File: config.mk
export PLATFORM = sky130hd
export DESIGN_NAME = jpeg_mcu_scheduler
export DESIGN_NICKNAME = d
export VERILOG_FILES = /design/src/rtl/jpeg_mcu_scheduler.sv
export SDC_FILE = /design/constraint.sdc
export NUM_CORES = 1
export LEC_CHECK = 0
export CAP_MARGIN = 20
export CORE_MARGIN = 2
export CORE_UTILIZATION = 49
export CTS_CLUSTER_DIAMETER = 200
export DETAILED_ROUTE_END_ITERATION = 10
export GPL_ROUTABILITY_DRIVEN = 0
export GPL_TIMING_DRIVEN = 0
export PLACE_DENSITY = 0.74
export SETUP_SLACK_MARGIN = 0.1
export SLEW_MARGIN = 15
export SYNTH_ARGS = -nofsm -noshare
export SYNTH_HDL_FRONTEND = slang
export SYNTH_SLANG_ARGS = --single-unit
File: constraint.sdc
create_clock -name clk -period 7.65 [get_ports clk]
set_input_delay 1.53 -clock clk [delete_from_list [all_inputs] [get_ports clk]]
set_output_delay 1.53 -clock clk [all_outputs]
set_load 0.1 [all_outputs]
File: src/rtl/jpeg_mcu_scheduler.sv
// rtl/jpeg_mcu_scheduler.sv - MCU/block sequencer for a baseline JPEG scan decoder
//
// Walks the block order of every MCU in a scan and gates the bitstream reader.
// Parameters:
//   NUM_COMP  colour components per scan (1 = grayscale, 3 = Y/Cb/Cr)
//   DIM_W     width of img_width / img_height
//   MCU_W     width of the MCU column/row counters
// Ports:
//   clk, rst                  clock, synchronous active-high reset
//   start_scan                SOS-done pulse; latches geometry in IDLE
//   img_width, img_height     pixel dimensions
//   subsample_mode            00 4:4:4, 01 4:2:2, 10 4:2:0, 11 treated as 4:4:4
//   restart_interval          MCUs between RST markers, 0 disables
//   huff_enable, entropy_reading  bit demand from the entropy path
//   blk_valid                 accumulator holds a complete 8x8 block
//   blk_consumed              serializer finished the current block
//   restart_ack               RSTn marker consumed
//   abort                     synchronous scan cancel
//   bit_ready                 bitstream-reader shift enable (DECODE only)
//   comp_id, blk_in_comp      current component / block within component
//   mcu_x, mcu_y              current MCU column / row
//   dc_pred_reset, restart_req, scan_done   one-cycle pulses
//   busy                      high whenever not IDLE
module jpeg_mcu_scheduler #(
    parameter int NUM_COMP = 3,
    parameter int DIM_W    = 16,
    parameter int MCU_W    = 12
) (
    input  logic             clk,
    input  logic             rst,
    input  logic             start_scan,
    input  logic [DIM_W-1:0] img_width,
    input  logic [DIM_W-1:0] img_height,
    input  logic [1:0]       subsample_mode,
    input  logic [15:0]      restart_interval,
    input  logic             huff_enable,
    input  logic             entropy_reading,
    input  logic             blk_valid,
    input  logic             blk_consumed,
    input  logic             restart_ack,
    input  logic             abort,
    output logic             bit_ready,
    output logic [1:0]       comp_id,
    output logic [1:0]       blk_in_comp,
    output logic [MCU_W-1:0] mcu_x,
    output logic [MCU_W-1:0] mcu_y,
    output logic             dc_pred_reset,
    output logic             restart_req,
    output logic             scan_done,
    output logic             busy
);

    typedef enum logic [2:0] {
        S_IDLE,
        S_DECODE,
        S_PROCESS,
        S_RESTART,
        S_DONE
    } state_t;

    state_t state, state_n;

    logic [1:0]       mode_q;
    logic [MCU_W-1:0] mcus_x_q, mcus_y_q;
    logic [15:0]      ri_q;
    logic [15:0]      rst_cnt;

    logic             dc_pred_reset_n, restart_req_n;

    // Geometry decode of the inputs, latched on an accepted start_scan.
    logic [1:0]       mode_in;
    logic [DIM_W:0]   w_round, h_round;
    logic [MCU_W-1:0] mcus_x_in, mcus_y_in;

    always_comb begin
        mode_in = (NUM_COMP == 1 || subsample_mode == 2'b11) ? 2'b00 : subsample_mode;
        // Round up by adding mcu_size-1 before the shift; the extra MSB keeps the carry.
        w_round = {1'b0, img_width}  + ((mode_in == 2'b00) ? (DIM_W+1)'(7) : (DIM_W+1)'(15));
        h_round = {1'b0, img_height} + ((mode_in == 2'b10) ? (DIM_W+1)'(15) : (DIM_W+1)'(7));
        if (img_width == '0)
            mcus_x_in = MCU_W'(1);
        else if (mode_in == 2'b00)
            mcus_x_in = MCU_W'(w_round >> 3);
        else
            mcus_x_in = MCU_W'(w_round >> 4);
        if (img_height == '0)
            mcus_y_in = MCU_W'(1);
        else if (mode_in == 2'b10)
            mcus_y_in = MCU_W'(h_round >> 4);
        else
            mcus_y_in = MCU_W'(h_round >> 3);
    end

    // Position within the MCU and scan.
    logic [1:0]  y_last_blk;
    logic        last_y, mcu_end, last_col, last_mcu, restart_hit;
    logic [15:0] rst_cnt_inc;

    always_comb begin
        case (mode_q)
            2'b01:   y_last_blk = 2'd1;
            2'b10:   y_last_blk = 2'd3;
            default: y_last_blk = 2'd0;
        endcase
        last_y      = (comp_id == 2'd0) && (blk_in_comp == y_last_blk);
        mcu_end     = (NUM_COMP == 1) ? last_y : (comp_id == 2'd2);
        last_col    = (mcu_x == mcus_x_q - MCU_W'(1));
        last_mcu    = last_col && (mcu_y == mcus_y_q - MCU_W'(1));
        rst_cnt_inc = rst_cnt + 16'd1;
        restart_hit = (ri_q != 16'd0) && (rst_cnt_inc == ri_q);
    end

    always_comb begin
        state_n         = state;
        dc_pred_reset_n = 1'b0;
        restart_req_n   = 1'b0;
        case (state)
            S_IDLE: begin
                if (start_scan) begin
                    state_n         = S_DECODE;
                    dc_pred_reset_n = 1'b1;
                end
            end
            S_DECODE: begin
                if (blk_valid)
                    state_n = S_PROCESS;
            end
            S_PROCESS: begin
                if (blk_consumed) begin
                    if (!mcu_end) begin
                        state_n = S_DECODE;
                    end else if (last_mcu) begin
                        state_n = S_DONE;
                    end else if (restart_hit) begin
                        state_n       = S_RESTART;
                        restart_req_n = 1'b1;
                    end else begin
                        state_n = S_DECODE;
                    end
                end
            end
            S_RESTART: begin
                if (restart_ack) begin
                    state_n         = S_DECODE;
                    dc_pred_reset_n = 1'b1;
                end
            end
            S_DONE:  state_n = S_IDLE;
            default: state_n = S_IDLE;
        endcase
        if (abort) begin
            state_n         = S_IDLE;
            dc_pred_reset_n = 1'b0;
            restart_req_n   = 1'b0;
        end
    end

    always_ff @(posedge clk) begin
        if (rst) begin
            state         <= S_IDLE;
            mode_q        <= 2'b00;
            mcus_x_q      <= '0;
            mcus_y_q      <= '0;
            ri_q          <= '0;
            rst_cnt       <= '0;
            comp_id       <= '0;
            blk_in_comp   <= '0;
            mcu_x         <= '0;
            mcu_y         <= '0;
            dc_pred_reset <= 1'b0;
            restart_req   <= 1'b0;
        end else begin
            state         <= state_n;
            dc_pred_reset <= dc_pred_reset_n;
            restart_req   <= restart_req_n;
            if (abort) begin
                rst_cnt     <= '0;
                comp_id     <= '0;
                blk_in_comp <= '0;
                mcu_x       <= '0;
                mcu_y       <= '0;
            end else if (state == S_IDLE && start_scan) begin
                mode_q      <= mode_in;
                mcus_x_q    <= mcus_x_in;
                mcus_y_q    <= mcus_y_in;
                ri_q        <= restart_interval;
                rst_cnt     <= '0;
                comp_id     <= '0;
                blk_in_comp <= '0;
                mcu_x       <= '0;
                mcu_y       <= '0;
            end else if (state == S_PROCESS && blk_consumed) begin
                if (!mcu_end) begin
                    if (comp_id == 2'd0 && !last_y) begin
                        blk_in_comp <= blk_in_comp + 2'd1;
                    end else begin
                        comp_id     <= comp_id + 2'd1;
                        blk_in_comp <= '0;
                    end
                end else if (!last_mcu) begin
                    // Final MCU leaves the counters on the last block for observation.
                    comp_id     <= '0;
                    blk_in_comp <= '0;
                    rst_cnt     <= rst_cnt_inc;
                    if (last_col) begin
                        mcu_x <= '0;
                        mcu_y <= mcu_y + MCU_W'(1);
                    end else begin
                        mcu_x <= mcu_x + MCU_W'(1);
                    end
                end
            end else if (state == S_RESTART && restart_ack) begin
                rst_cnt <= '0;
            end
        end
    end

    assign bit_ready = (state == S_DECODE) && (huff_enable || entropy_reading);
    assign busy      = (state != S_IDLE);
    assign scan_done = (state == S_DONE);

endmodule

==> run summary, run 1 <==
critical path's largest stage delay - 1130 ps
# port buffers - 90
Cell variety after synth - 67
standard cell with the maximum stage delay on the critical path - clkdlybuf4s50_1
TritonCTS clock tree - done
cells along the critical path - clkdlybuf4s50_1, nor2_1, nor2_1, clkdlybuf4s50_1
clock period minus final worst setup slack - 4780 ps
post-CTS clock slew at the launch and capture registers of the worst setup and hold paths - 60 ps
drt via density - 6.11
number of placed instances with taps included - 1021
slew of the pin with the lowest slew margin - 1040 ps
leakage power summed over all cells - 2.54 nW
Vert. Die Dim - 114 um
maximum capacitance violations - 0
Arr. time, crit path - 3250 ps
number of optimization iterations in the first detailed-route pass - 7
Hold Worst Slack - 469 ps
maximum level of the CTS H-tree - 3
count of flip-flops with a built-in enable after synthesis - 0
via count of the first global-routing pass - 5895
Post-CTS Hold Buffers - 0
Post-synth top flop - dfxtp_1
CTS root buf - clkbuf_16
GRT Util Overall - 25.6%
pin count of the biggest net entering global routing - 15
number of placement rows - 40
Synth-to-Final Area Change - 22.9%
max-slew violation total from the final report - 0
worst hold path type - reg -> reg
final count of hold timing violations - 0
remaining global-route overflow - 0
data required time at the worst endpoint - 6120 ps
sum of routed wire length over all layers - 16800 um
synthesized area per cell - 7.61 sq um
Yosys warnings - 0
WS Path Type - in -> out
iteration-0 DRC count of the detailed router - 437
endpoint class of the critical path - output pin
Worst slew margin - 30.2%
DR DRC count - 0
placed cell areas - 7050 sq um
number of standard cells after synthesis - 784
number of routed nets with antenna violations - 0
finished layout cell area - 7330 sq um
share of the clock period used by the worst path - 62.5%
post-route worst setup slack - 2870 ps
Max IR drop VDD - 0.139 mV
result of the run - complete, no violations
source-to-sink clock delay at the later pin of the worst-skew pair - 340 ps
f_max - 209 MHz
setup repair after global routing missed its margin - no
pre-CTS setup slack - 2610 ps
Pwr per Cell Area - 157 nW/um^2
number of buffers created by CTS - 9
worst setup skew after layout - 7.30 ps
Core Region - 12000 sq um
wire per inst - 16.2 um
Max FO, Critical Path - 1
die extent in x - 114 um
final setup TNS - 0 ps
final cell count without fillers - 1037
Net Count, Synth - 853
sequential element share of the synthesized area - 30.5%
Clock Tree Buf Depth - 2
number of I/O pins - 92
area of the mapped netlist - 5960 sq um
first-pass GRT wire length - 27400 um
total inserted antenna cells - 0
die area - 13100 sq um
final net count - 954
Post-DP HPWL - 12700 um
startpoint types - input pin
proportion of synthesized flip-flops having asynchronous set or reset - 0%
share of post-route cells with drive strength above 1 - 4.38%
number of antenna violations at the first check in global routing - 0
clk sinks - 91
flops & latches, synth - 91
buffer count from post-CTS setup fixing - 0
Initial Util - 49.9%
via count - 6336
Final Setup Violations - 0
Post-CTS Resized - 0
==> layer usage <==
| layer | share of wire (%) | up-vias | global-route usage (%) |
|---|---|---|---|
| met2 | 48 | 234 | 45.1 |
| met5 | 0 | - | 0 |
| li1 | - | 3082 | - |
| met1 | 44 | 2995 | 31.9 |
| met3 | 6.0 | 25 | 4.08 |
| met4 | 1.9 | 0 | 8.21 |
==> critical path, delay by kind of cell <==
kind | cells | cell delay (ps)
buffers and inverters | 2 | 1580
and+or+nand+nor | 2 | 140
==> registers in the layout, summed over array words and instances (netlist names) <==
signal,count
comp_id,2
mcu_x,12
mcus_y_q,12
state,3
dc_pred_reset,1
rst_cnt,16
blk_in_comp,2
restart_req,1
mode_q,2
ri_q,16
mcu_y,12
mcus_x_q,12
==> through the flow <==
step	power [mW]	utilization [%]
2_1_floorplan	0.659	-
3_3_place_gp	0.729	58.9
3_5_place_dp	0.736	58.9
4_1_cts	1.15	61.3
5_1_grt	1.20	61.3
6_report	1.15	61.3
==> where the power goes <==
part           switching (mW)  internal (mW)  leakage [nW]
Clock                   0.181          0.237         0.135
Combinational           0.127          0.103          1.67
Sequential             0.0147          0.487         0.738
==> cell usage in the layout (no fill, tap or decap), types with 5 or more instances in the layout <==
master | Yosys | final
dfxtp_1 | 91 | 91
clkdlybuf4s50_1 | 0 | 90
a21oi_1 | 76 | 76
nand2_1 | 75 | 75
nor2_1 | 74 | 74
xnor2_1 | 38 | 38
nor3_1 | 34 | 34
clkbuf_1 | 31 | 32
xor2_1 | 32 | 32
nand3_1 | 30 | 30
o21ai_0 | 27 | 27
nor4_1 | 23 | 23
inv_1 | 22 | 22
or3_1 | 19 | 19
nand4_1 | 19 | 19
or4_1 | 12 | 12
and2_1 | 12 | 12
o21ai_1 | 10 | 10
a211oi_1 | 10 | 10
ha_1 | 10 | 10
clkbuf_16 | 0 | 9
mux2i_1 | 8 | 8
o31ai_1 | 8 | 8
nand2b_1 | 7 | 7
a22oi_1 | 7 | 7
and3_1 | 7 | 7
nor3b_1 | 6 | 6
buf_2 | 6 | 6
a2111oi_0 | 6 | 6
or2_2 | 5 | 5
a32oi_1 | 5 | 5
o2111ai_1 | 5 | 5
a221o_1 | 5 | 5
==> cell type report <==
type | instances | area (sq um)
Fill cell | 1063 | 4630
Multi-Input combinational cell | 629 | 3880
Sequential cell | 91 | 1820
Timing Repair Buffer | 90 | 901
Clock buffer | 12 | 256
Tap cell | 147 | 184
Buffer | 42 | 180
Inverter | 22 | 82.6
Clock inverter | 4 | 25.0
==> logic make-up (layout without fill, tap and decap cells) <==
family	Yosys count	after routing	share of synthesized area, %
AOI/OAI and AO/OA	198	198	21.3
xor gates and xnor gates	70	70	10.3
adders and majority gates	10	10	2.10
buffers and inverters	64	170	4.41
DFF	91	91	30.5
muxes	9	9	1.53
and+or+nand+nor	342	342	29.8
==> final timing paths <==
| check | from | to | slack [ps] | cells past startpoint |
|---|---|---|---|---|
| worst max-delay path | entropy_reading | bit_ready | 2870 | 4 |
| worst min-delay path | mode_q[0]$_SDFFE_PP0P_ | mode_q[0]$_SDFFE_PP0P_ | 470 | 2 |
| worst max register to register | mcus_y_q[0]$_SDFFE_PP0P_ | rst_cnt[6]$_SDFFE_PP0P_ | 4000 | 12 |
| worst min register to register | mode_q[0]$_SDFFE_PP0P_ | mode_q[0]$_SDFFE_PP0P_ | 470 | 2 |
==> Yosys cell counts, types with 22 or more instances <==
master,n,area (sq um)
clkbuf_1,31,116
o21ai_0,27,135
nand3_1,30,150
nor3_1,34,170
inv_1,22,82.6
nand2_1,75,282
nor2_1,74,278
nor4_1,23,144
dfxtp_1,91,1820
xor2_1,32,280
xnor2_1,38,333
a21oi_1,76,380
Note: power is estimated with default switching activity, not from simulation.
==> run 2: changes to the inputs <==
--- a/config.mk
+++ b/config.mk
@@ -12,7 +12,7 @@
 export DETAILED_ROUTE_END_ITERATION = 10
 export GPL_ROUTABILITY_DRIVEN = 0
 export GPL_TIMING_DRIVEN = 0
-export PLACE_DENSITY = 0.74
+export PLACE_DENSITY = 0.77
 export SETUP_SLACK_MARGIN = 0.1
 export SLEW_MARGIN = 15
 export SYNTH_ARGS = -nofsm -noshare
==> constraint.sdc (replaced) <==
create_clock -name clk -period 4.19 [get_ports clk]
set_input_delay 0.838 -clock clk [delete_from_list [all_inputs] [get_ports clk]]
set_output_delay 0.838 -clock clk [all_outputs]
set_load 0.1 [all_outputs]
==> run 2 against run 1 <==
  * Largest power group unchanged
  * Final cell count did not move
  * Via count fell by 2.6%
  * Combinational power rose by 82%
  * Setup slack got worse by 2500 ps
  * Critical path depth rose by 10
  * Total power rose by 95%
==> run summary, run 2 (same netlist as run 1, synthesis figures left out) <==
final setup TNS - 0 ps
post-route worst setup slack - 413 ps
total inserted antenna cells - 0
clk sinks - 91
r2r endpoint - rst_cnt[6]$_SDFFE_PP0P_
number of placed instances with taps included - 1021
source-to-sink clock delay at the later pin of the worst-skew pair - 350 ps
TritonCTS clock tree - done
f_max - 265 MHz
pin count of the biggest net entering global routing - 16
register-to-register path setup slack - 530 ps
Final Setup Violations - 0
Core Region - 12000 sq um
number of antenna violations at the first check in global routing - 0
buffer count from post-CTS setup fixing - 0
standard cell with the maximum stage delay on the critical path - clkdlybuf4s50_1
top flop regs - ri_q x16, rst_cnt x16
Post-DP HPWL - 12300 um
worst hold path endpoint - mcus_x_q[11]$_SDFFE_PP0P_
result of the run - complete, no violations
data required time at the worst endpoint - 4470 ps
endpoint class of the critical path - flop
CTS root buf - clkbuf_16
leakage power summed over all cells - 2.56 nW
die extent in x - 114 um
Worst R2R Path Depth - 10
family of cells with the greatest summed delay on the critical path - compound AO/OA/AOI/OAI gates
die area - 13100 sq um
maximum level of the CTS H-tree - 3
number of buffers created by CTS - 9
post-layout power - 2.24 mW
share of the clock period used by the worst path - 90.1%
worst reg2reg path startpoint - mcus_x_q[2]$_SDFFE_PP0P_
most common library cell in the layout ignoring fill and taps - dfxtp_1
worst hold path type - reg -> reg
worst setup skew after layout - 7.51 ps
slew of the pin with the lowest slew margin - 1020 ps
cell count along the critical path - 14
Util after Layout - 61.8%
maximum capacitance violations - 0
Max IR drop VDD - 0.195 mV
# port buffers - 90
sum of routed wire length over all layers - 16400 um
Post-CTS Hold Buffers - 0
setup repair after global routing missed its margin - no
post-CTS clock slew at the launch and capture registers of the worst setup and hold paths - 60 ps
number of optimization iterations in the first detailed-route pass - 5
drt via density - 5.95
startpoint types - input pin
launch instance of the worst min-delay path - mcus_x_q[11]$_SDFFE_PP0P_
wire per inst - 15.9 um
share of post-route cells with drive strength above 1 - 4.72%
final count of hold timing violations - 0
cell count of the worst hold path - 2
max-slew violation total from the final report - 0
clock period minus final worst setup slack - 3780 ps
top library cells by usage in the layout, fill and taps aside - dfxtp_1, clkdlybuf4s50_1, a21oi_1, nand2_1, nor2_1
final cell count without fillers - 1037
via count of the first global-routing pass - 5608
first-pass GRT wire length - 26900 um
Vert. Die Dim - 114 um
iteration-0 DRC count of the detailed router - 434
buffers and inverters on the worst path - 4
Clock Tree Buf Depth - 2
Pwr per Cell Area - 303 nW/um^2
critical path's largest stage delay - 490 ps
number of placement rows - 40
Worst slew margin - 31.6%
GRT Util Overall - 25.3%
Max FO, Critical Path - 10
pre-CTS setup slack - -127 ps
WS Path Type - in -> reg
Synth-to-Final Area Change - 24.0%
number of routed nets with antenna violations - 0
DR DRC count - 0
remaining global-route overflow - 0
Initial Util - 49.9%
number of I/O pins - 92
via count - 6171
final net count - 954
cells along the critical path - clkdlybuf4s50_1, inv_1, ha_1, clkbuf_2, inv_1, ha_1, o31a_1, o2111ai_2, nor2_1, and3_1, nor3_1, a211oi_1, o21ai_0, a21oi_1
Arr. time, crit path - 4050 ps
## run 2: cell types whose count changed in the layout (fill, tap and decap cells not counted), sizes merged
cell    change
clkbuf      -1
bufinv      +2
inv         +1
clkinv      -2
## run 2: report_power, final
group          switching, mW  internal [mW]
clock                  0.352          0.557
combinational          0.230          0.189
sequential            0.0267          0.889
## run 2: repair_timing
item,4_1_cts,5_1_grt
hold endpoints to repair,0,0
resized for setup,0,3
endpoints found under the setup margin,0,5
## run 2: tightest hold or removal path, stage by stage, from the launching register on
cell and delay, ps:
dfxtp_1 320, nand2_1 60, a21oi_1 50
## run 2: area by class of cell
type,instances,area (sq um)
Fill cell,1063,4570
Multi-Input combinational cell,629,3890
Sequential cell,91,1820
Timing Repair Buffer,90,901
Clock buffer,11,253
Tap cell,147,184
Buffer,42,181
Clock inverter,5,83.8
Inverter,22,82.6
## run 2: per-stage QoR
| stage | hold WS (ps) | instance area (sq um) |
|---|---|---|
| global placement | 451 | 7050 |
| finish | 473 | 7390 |
| detailed placement | 464 | 7050 |
| global route | 506 | 7390 |
| CTS | 473 | 7390 |
| floorplan | 436 | 5960 |
## run 2: how the worst max path moves through the flow
| stage | startpoint | endpoint | slack (ps) |
|---|---|---|---|
| 6_report | subsample_mode[0] | mcus_x_q[11]$_SDFFE_PP0P_ | 410 |
| 5_1_grt | subsample_mode[0] | mcus_x_q[9]$_SDFFE_PP0P_ | 120 |
| 4_1_cts | subsample_mode[0] | mcus_x_q[9]$_SDFFE_PP0P_ | 230 |
| 3_5_place_dp | subsample_mode[0] | mcus_x_q[9]$_SDFFE_PP0P_ | -130 |
| 3_3_place_gp | subsample_mode[0] | mcus_x_q[9]$_SDFFE_PP0P_ | -150 |
| 2_1_floorplan | mcu_x[6]$_SDFFE_PP0P_ | mcu_y[5]$_SDFFE_PP0P_ | 590 |
## run 2: metal layers
metal	GRT usage [%]	vias up	share of wire [%]	wire (um)
met4	7.89	0	1.6	261
met3	4.34	21	5.8	955
li1	-	3092	-	-
met1	33.0	2873	45	7470
met5	0	-	0	0
met2	42.9	185	47	7750
==> run 3: changes to the inputs <==
--- a/config.mk
+++ b/config.mk
@@ -7,12 +7,12 @@
 export LEC_CHECK = 0
 export CAP_MARGIN = 20
 export CORE_MARGIN = 2
-export CORE_UTILIZATION = 49
+export CORE_UTILIZATION = 47
 export CTS_CLUSTER_DIAMETER = 200
 export DETAILED_ROUTE_END_ITERATION = 10
 export GPL_ROUTABILITY_DRIVEN = 0
 export GPL_TIMING_DRIVEN = 0
-export PLACE_DENSITY = 0.77
+export PLACE_DENSITY = 0.74
 export SETUP_SLACK_MARGIN = 0.1
 export SLEW_MARGIN = 15
 export SYNTH_ARGS = -nofsm -noshare
==> constraint.sdc (replaced) <==
create_clock -name clk -period 4.19 [get_ports clk]
set_input_delay 0.838 -clock clk [delete_from_list [all_inputs] [get_ports clk]]
set_output_delay 0.838 -clock clk [all_outputs]
set_load 0.02 [all_outputs]
==> run 3 against run 2 <==
  * Via count is 0.49% lower
  * Clock-buffer cell count is 2 higher
  * Combinational power shrank 2%
  * Utilization shrank 2.8 points
  * Largest power group unchanged
  * Flip-flop and latch count unchanged
  * Die area increased by 4.1%
  * Cell area shrank 0.12%
  * Sequential power about the same
==> run summary, run 3 (same netlist as run 1, synthesis figures left out) <==
Synth-to-Final Area Change - 23.8%
final count of hold timing violations - 0
worst hold path type - reg -> reg
post-layout power - 2.15 mW
critical path's largest stage delay - 480 ps
final net count - 954
worst reg2reg path startpoint - mcus_x_q[2]$_SDFFE_PP0P_
source-to-sink clock delay at the later pin of the worst-skew pair - 350 ps
# port buffers - 90
endpoint class of the critical path - flop
remaining global-route overflow - 0
max-slew violation total from the final report - 0
r2r endpoint - rst_cnt[6]$_SDFFE_PP0P_
DR DRC count - 0
number of I/O pins - 92
share of the clock period used by the worst path - 90.5%
post-CTS clock slew at the launch and capture registers of the worst setup and hold paths - 60 ps
leakage power summed over all cells - 2.55 nW
number of optimization iterations in the first detailed-route pass - 5
startpoint types - input pin
TritonCTS clock tree - done
Pwr per Cell Area - 292 nW/um^2
number of antenna violations at the first check in global routing - 0
slew of the pin with the lowest slew margin - 839 ps
via count of the first global-routing pass - 5636
launch instance of the worst min-delay path - mode_q[0]$_SDFFE_PP0P_
WS Path Type - in -> reg
clock period minus final worst setup slack - 3790 ps
via count - 6141
result of the run - complete, no violations
worst setup skew after layout - 6.68 ps
family of cells with the greatest summed delay on the critical path - compound AO/OA/AOI/OAI gates
f_max - 264 MHz
maximum level of the CTS H-tree - 3
Initial Util - 47.7%
Worst R2R Path Depth - 10
cell count of the worst hold path - 2
drt via density - 5.79
standard cell with the maximum stage delay on the critical path - clkdlybuf4s50_1
worst hold path endpoint - mode_q[0]$_SDFFE_PP0P_
sum of routed wire length over all layers - 16800 um
number of buffers created by CTS - 9
share of post-route cells with drive strength above 1 - 4.39%
Arr. time, crit path - 4080 ps
Worst slew margin - 43.6%
number of placement rows - 41
setup repair after global routing missed its margin - yes
maximum capacitance violations - 0
Final Setup Violations - 0
pin count of the biggest net entering global routing - 14
Max IR drop VDD - 0.215 mV
first-pass GRT wire length - 27500 um
top flop regs - ri_q x16, rst_cnt x16
Vert. Die Dim - 117 um
GRT Util Overall - 25.5%
die area - 13600 sq um
register-to-register path setup slack - 450 ps
CTS root buf - clkbuf_16
die extent in x - 117 um
Clock Tree Buf Depth - 2
iteration-0 DRC count of the detailed router - 439
Hold Worst Slack - 467 ps
clk sinks - 91
most common library cell in the layout ignoring fill and taps - dfxtp_1
total inserted antenna cells - 0
top library cells by usage in the layout, fill and taps aside - dfxtp_1, clkdlybuf4s50_1, a21oi_1, nand2_1, nor2_1
buffers and inverters on the worst path - 4
wire per inst - 15.9 um
number of routed nets with antenna violations - 0
Post-DP HPWL - 12500 um
cells along the critical path - clkdlybuf4s50_1, inv_1, ha_1, clkbuf_2, inv_1, ha_1, o31a_1, o2111ai_2, nor2_1, and2_1, xnor2_1, a2111oi_0, a21oi_1, nor2_1
Core Region - 12500 sq um
data required time at the worst endpoint - 4480 ps
Max FO, Critical Path - 10
## run 3: cell count changes in the layout (fill, tap and decap cells not counted), sizes merged
| cell | change |
|---|---|
| bufinv | -1 |
| inv | -1 |
| clkinvlp | -2 |
| clkinv | +1 |
| clkbuf | +2 |
## run 3: cell type report
type / count / area, sq um
sequential: 91 / 1820
timing repair buffer: 90 / 901
clock buffer: 13 / 260
fill: 1201 / 5130
multi-input combinational: 629 / 3890
buffer: 42 / 181
clock inverter: 2 / 35.0
inverter: 22 / 82.6
tap: 172 / 215
## run 3: worst max path at each step
stage | depth (start not counted) | endpoint | startpoint
after floorplan | 12 | mcus_y_q[11]$_SDFFE_PP0P_ | subsample_mode[0]
after global placement | 14 | mcus_x_q[9]$_SDFFE_PP0P_ | subsample_mode[0]
after detailed placement | 14 | mcus_x_q[9]$_SDFFE_PP0P_ | subsample_mode[0]
after CTS | 14 | mcus_x_q[9]$_SDFFE_PP0P_ | subsample_mode[0]
after global routing | 14 | mcus_x_q[11]$_SDFFE_PP0P_ | subsample_mode[0]
final | 14 | mcus_x_q[9]$_SDFFE_PP0P_ | subsample_mode[0]
## run 3: repair_timing
item | CTS | global route
endpoints found under the setup margin | 0 | 7
resized for setup | 0 | 4
hold buffers | 0 | 0
setup buffers | 0 | 0
## run 3: routing by layer
layer / track usage [%] / vias to the layer above / share of wire [%]
li1: - / 3092 / -
met1: 34.1 / 2874 / 47
met2: 42.8 / 158 / 47
met3: 2.91 / 17 / 4.4
met4: 8.94 / 0 / 1.6
met5: 0 / - / 0
## run 3: stage by stage
step	cells	utilization [%]	worst slack (ps)	setup TNS, ps	area, sq um
2_1_floorplan	784	-	852	0	5960
3_3_place_gp	1046	56.6	-165	-348	7080
3_5_place_dp	1046	56.6	-188	-374	7080
4_1_cts	1061	58.9	163	0	7380
5_1_grt	1061	59.0	75.1	0	7380
6_report	1061	59.0	398	0	7380
## run 3: where the power goes
group / internal (mW) / switching (mW) / leakage, nW
Clock: 0.491 / 0.337 / 0.146
Sequential: 0.889 / 0.0266 / 0.738
Combinational: 0.189 / 0.221 / 1.67
## run 3: tightest hold or removal path, cell delays in order, from the launching register on
cell and delay [ps]:
dfxtp_1 320, nand2_1 50, a21oi_1 50
==> RTL edit (config.mk and constraints of run 2) <==
`DIM_W`: 16 -> 18.
--- a/src/rtl/jpeg_mcu_scheduler.sv
+++ b/src/rtl/jpeg_mcu_scheduler.sv
@@ -23,7 +23,7 @@
 //   busy                      high whenever not IDLE
 module jpeg_mcu_scheduler #(
     parameter int NUM_COMP = 3,
-    parameter int DIM_W    = 16,
+    parameter int DIM_W    = 18,
     parameter int MCU_W    = 12
 ) (
     input  logic             clk,
Ports: changed (resized img_height and img_width); port bits go from 92 to 96. The function was not compared with the original's and may differ.
==> RTL edit against run 2 <==
  * Worst setup slack got worse by 0.11 ns
  * Design area rose by 2.8%
  * Sequential share of layout area fell by 0.67 points
  * Highest routed layer unchanged
  * Critical path type unchanged
  * Synthesized cell count rose by 1.5%
  * Largest power group unchanged
  * Sequential cell count did not move
  * Routed wire length rose by 1.2%
  * Area after synthesis rose by 2.8%
  * Total power fell by 2.3%
  * Largest cell class unchanged
==> RTL edit: results (changes against run 2) <==
post-synth cell types: 73 (+9.0%)
Crit Path Max Fanout: 7 (-3)
top cells by area, synth: dfxtp_1 (30%), xnor2_1 (6.6%), nand2_1 (5.2%)
CTS buffer count: 9 (unchanged)
Warnings, synthesis: 0 (unchanged)
syn_area_per_cell: 7.70 um^2 (+1.2%)
nets@finish: 974 (+2.1%)
Post-Route WL: 16.6 mm (+1.2%)
crit end category: flop
IO buf count: 94 (+4.4%)
Initial DRC Count: 526 (+21%)
via count: 6225 (+0.88%)
vias in the first global route: 5533 (-1.3%)
RR Endpoint: rst_cnt[10]
worst skew pair latency: 0.34 ns
FFs w/ async S/R, synth: 0% (unchanged)
CP peak stage delay: 0.56 ns (+0.07 ns)
dpl cells: 1058 (+3.6%)
synth cell count leaders: dfxtp_1 (91), nand2_1 (85), nor2_1 (74)
DR top layer: met4
Layout Skew: 0.00902 ns (+0.00151 ns)
first-pass GRT wire length: 27.2 mm (+0.87%)
Overall Global Routing Usage: 25.2% (-0.13 points)
min-delay worst type: reg -> reg
H-tree lvl count: 3 (unchanged)
Reg2Reg Launch Point: mcus_y_q[0]
post-synthesis sequential area ratio: 29.7% (-0.83 points)
Clock Tree Buf Depth: 2 (unchanged)
biggest regs: ri_q (16), rst_cnt (16)
root buffer cell: clkbuf_16
worst setup path end: mcus_y_q[11]
hpwl dp: 12.7 mm (+2.9%)
largest net degree at the start of global routing: 15 (-1)
ANT cells: 0 (unchanged)
Leak: 2.67 nW (+4.2%)
Syn Nets: 869 (+1.9%)
status: completed
drt pass-1 iters: 5 (unchanged)
met3 WL: 970 um (+1.6%)
Peak VDD IR: 196 uV (+0.56%)
post-CTS setup buffer count: 0 (unchanged)
Worst path slowest cell: a2111oi_4
r2r setup slk: 0.56 ns (+0.03 ns)
Worst-path clk slew: 0.06 ns (about the same)
CP delay by family, top: buffers and inverters
Worst-Margin Slew: 1.07 ns (+0.0446 ns)
drt wl/cell: 15.5 um (-2.2%)
Fillers: 1113 (+4.7%)
post-route met1 wirelength: 7.80 mm (+4.4%)
metal2 WL: 7.58 mm (-2.2%)
post-CTS sizing: 0 (unchanged)
layout cells sized above 1: 5.64% (+0.92 points)
Reg2Reg Depth: 11 (+1)
RTL edit: cell types whose count changed after synthesis, sizes merged, moves of 8 or more:
cell / run 2 / this run
a21oi: 76 / 58
and3: 7 / 22
nor3: 34 / 45
nand2: 75 / 85
xnor2: 38 / 47
nand4: 19 / 11
RTL edit: layout make-up:
type                    count  share of cell area [%]
clock buffers              11                    3.19
well taps                 168                    2.77
plain buffers              41                    2.65
multi-input cells         643                    53.3
inverters                  21                    1.04
repair buffers             94                    12.4
clock inverters             4                   0.675
flip-flops and latches     91                    24.0
RTL edit: worst min-delay path by stage:
stage	start	to	slack (ns)	cells after the start
finish	mode_q[0]	mode_q[0]	0.46	2
global route	mode_q[0]	mode_q[0]	0.48	2
CTS	mode_q[0]	mode_q[0]	0.46	2
detailed placement	mode_q[0]	mode_q[0]	0.45	2
global placement	mode_q[0]	mode_q[0]	0.44	2
floorplan	mode_q[0]	mode_q[0]	0.44	2
RTL edit: metal layers:
layer	global-route usage, %	vias to the layer above
met5	0	-
met4	7.54	0
met3	3.66	26
met2	41.2	197
met1	34.6	2876
li1	-	3126
RTL edit: tightest hold or removal path, cell delays in order (launching register included):
cell     delay, ns
dfxtp_1       0.31
nand2_1       0.05
a21oi_1       0.05
RTL edit: kinds of logic after synthesis:
| group | synth area share [%] |
|---|---|
| and+or+nand+nor | 30.1 |
| AOI/OAI and AO/OA | 20.6 |
| DFF | 29.7 |
| xor gates and xnor gates | 11.3 |
| buffers and inverters | 4.57 |
| adders and majority gates | 2.04 |
| muxes | 1.67 |
RTL edit: through the flow:
stage | instance area [um^2] | worst slack, ns | total power, mW | utilization, %
global route | 7600 | 0.0846 | 2.28 | 62.7
CTS | 7580 | 0.146 | 2.19 | 62.6
floorplan | 6140 | 0.580 | 1.24 | -
detailed placement | 7290 | -0.218 | 1.39 | 60.2
global placement | 7290 | -0.207 | 1.38 | 60.2
finish | 7600 | 0.306 | 2.19 | 62.7
RTL edit: report_power, final:
group,total (mW),switching (mW),internal [mW]
Sequential,0.919,0.0295,0.889
Combinational,0.458,0.250,0.208
Clock,0.814,0.339,0.476
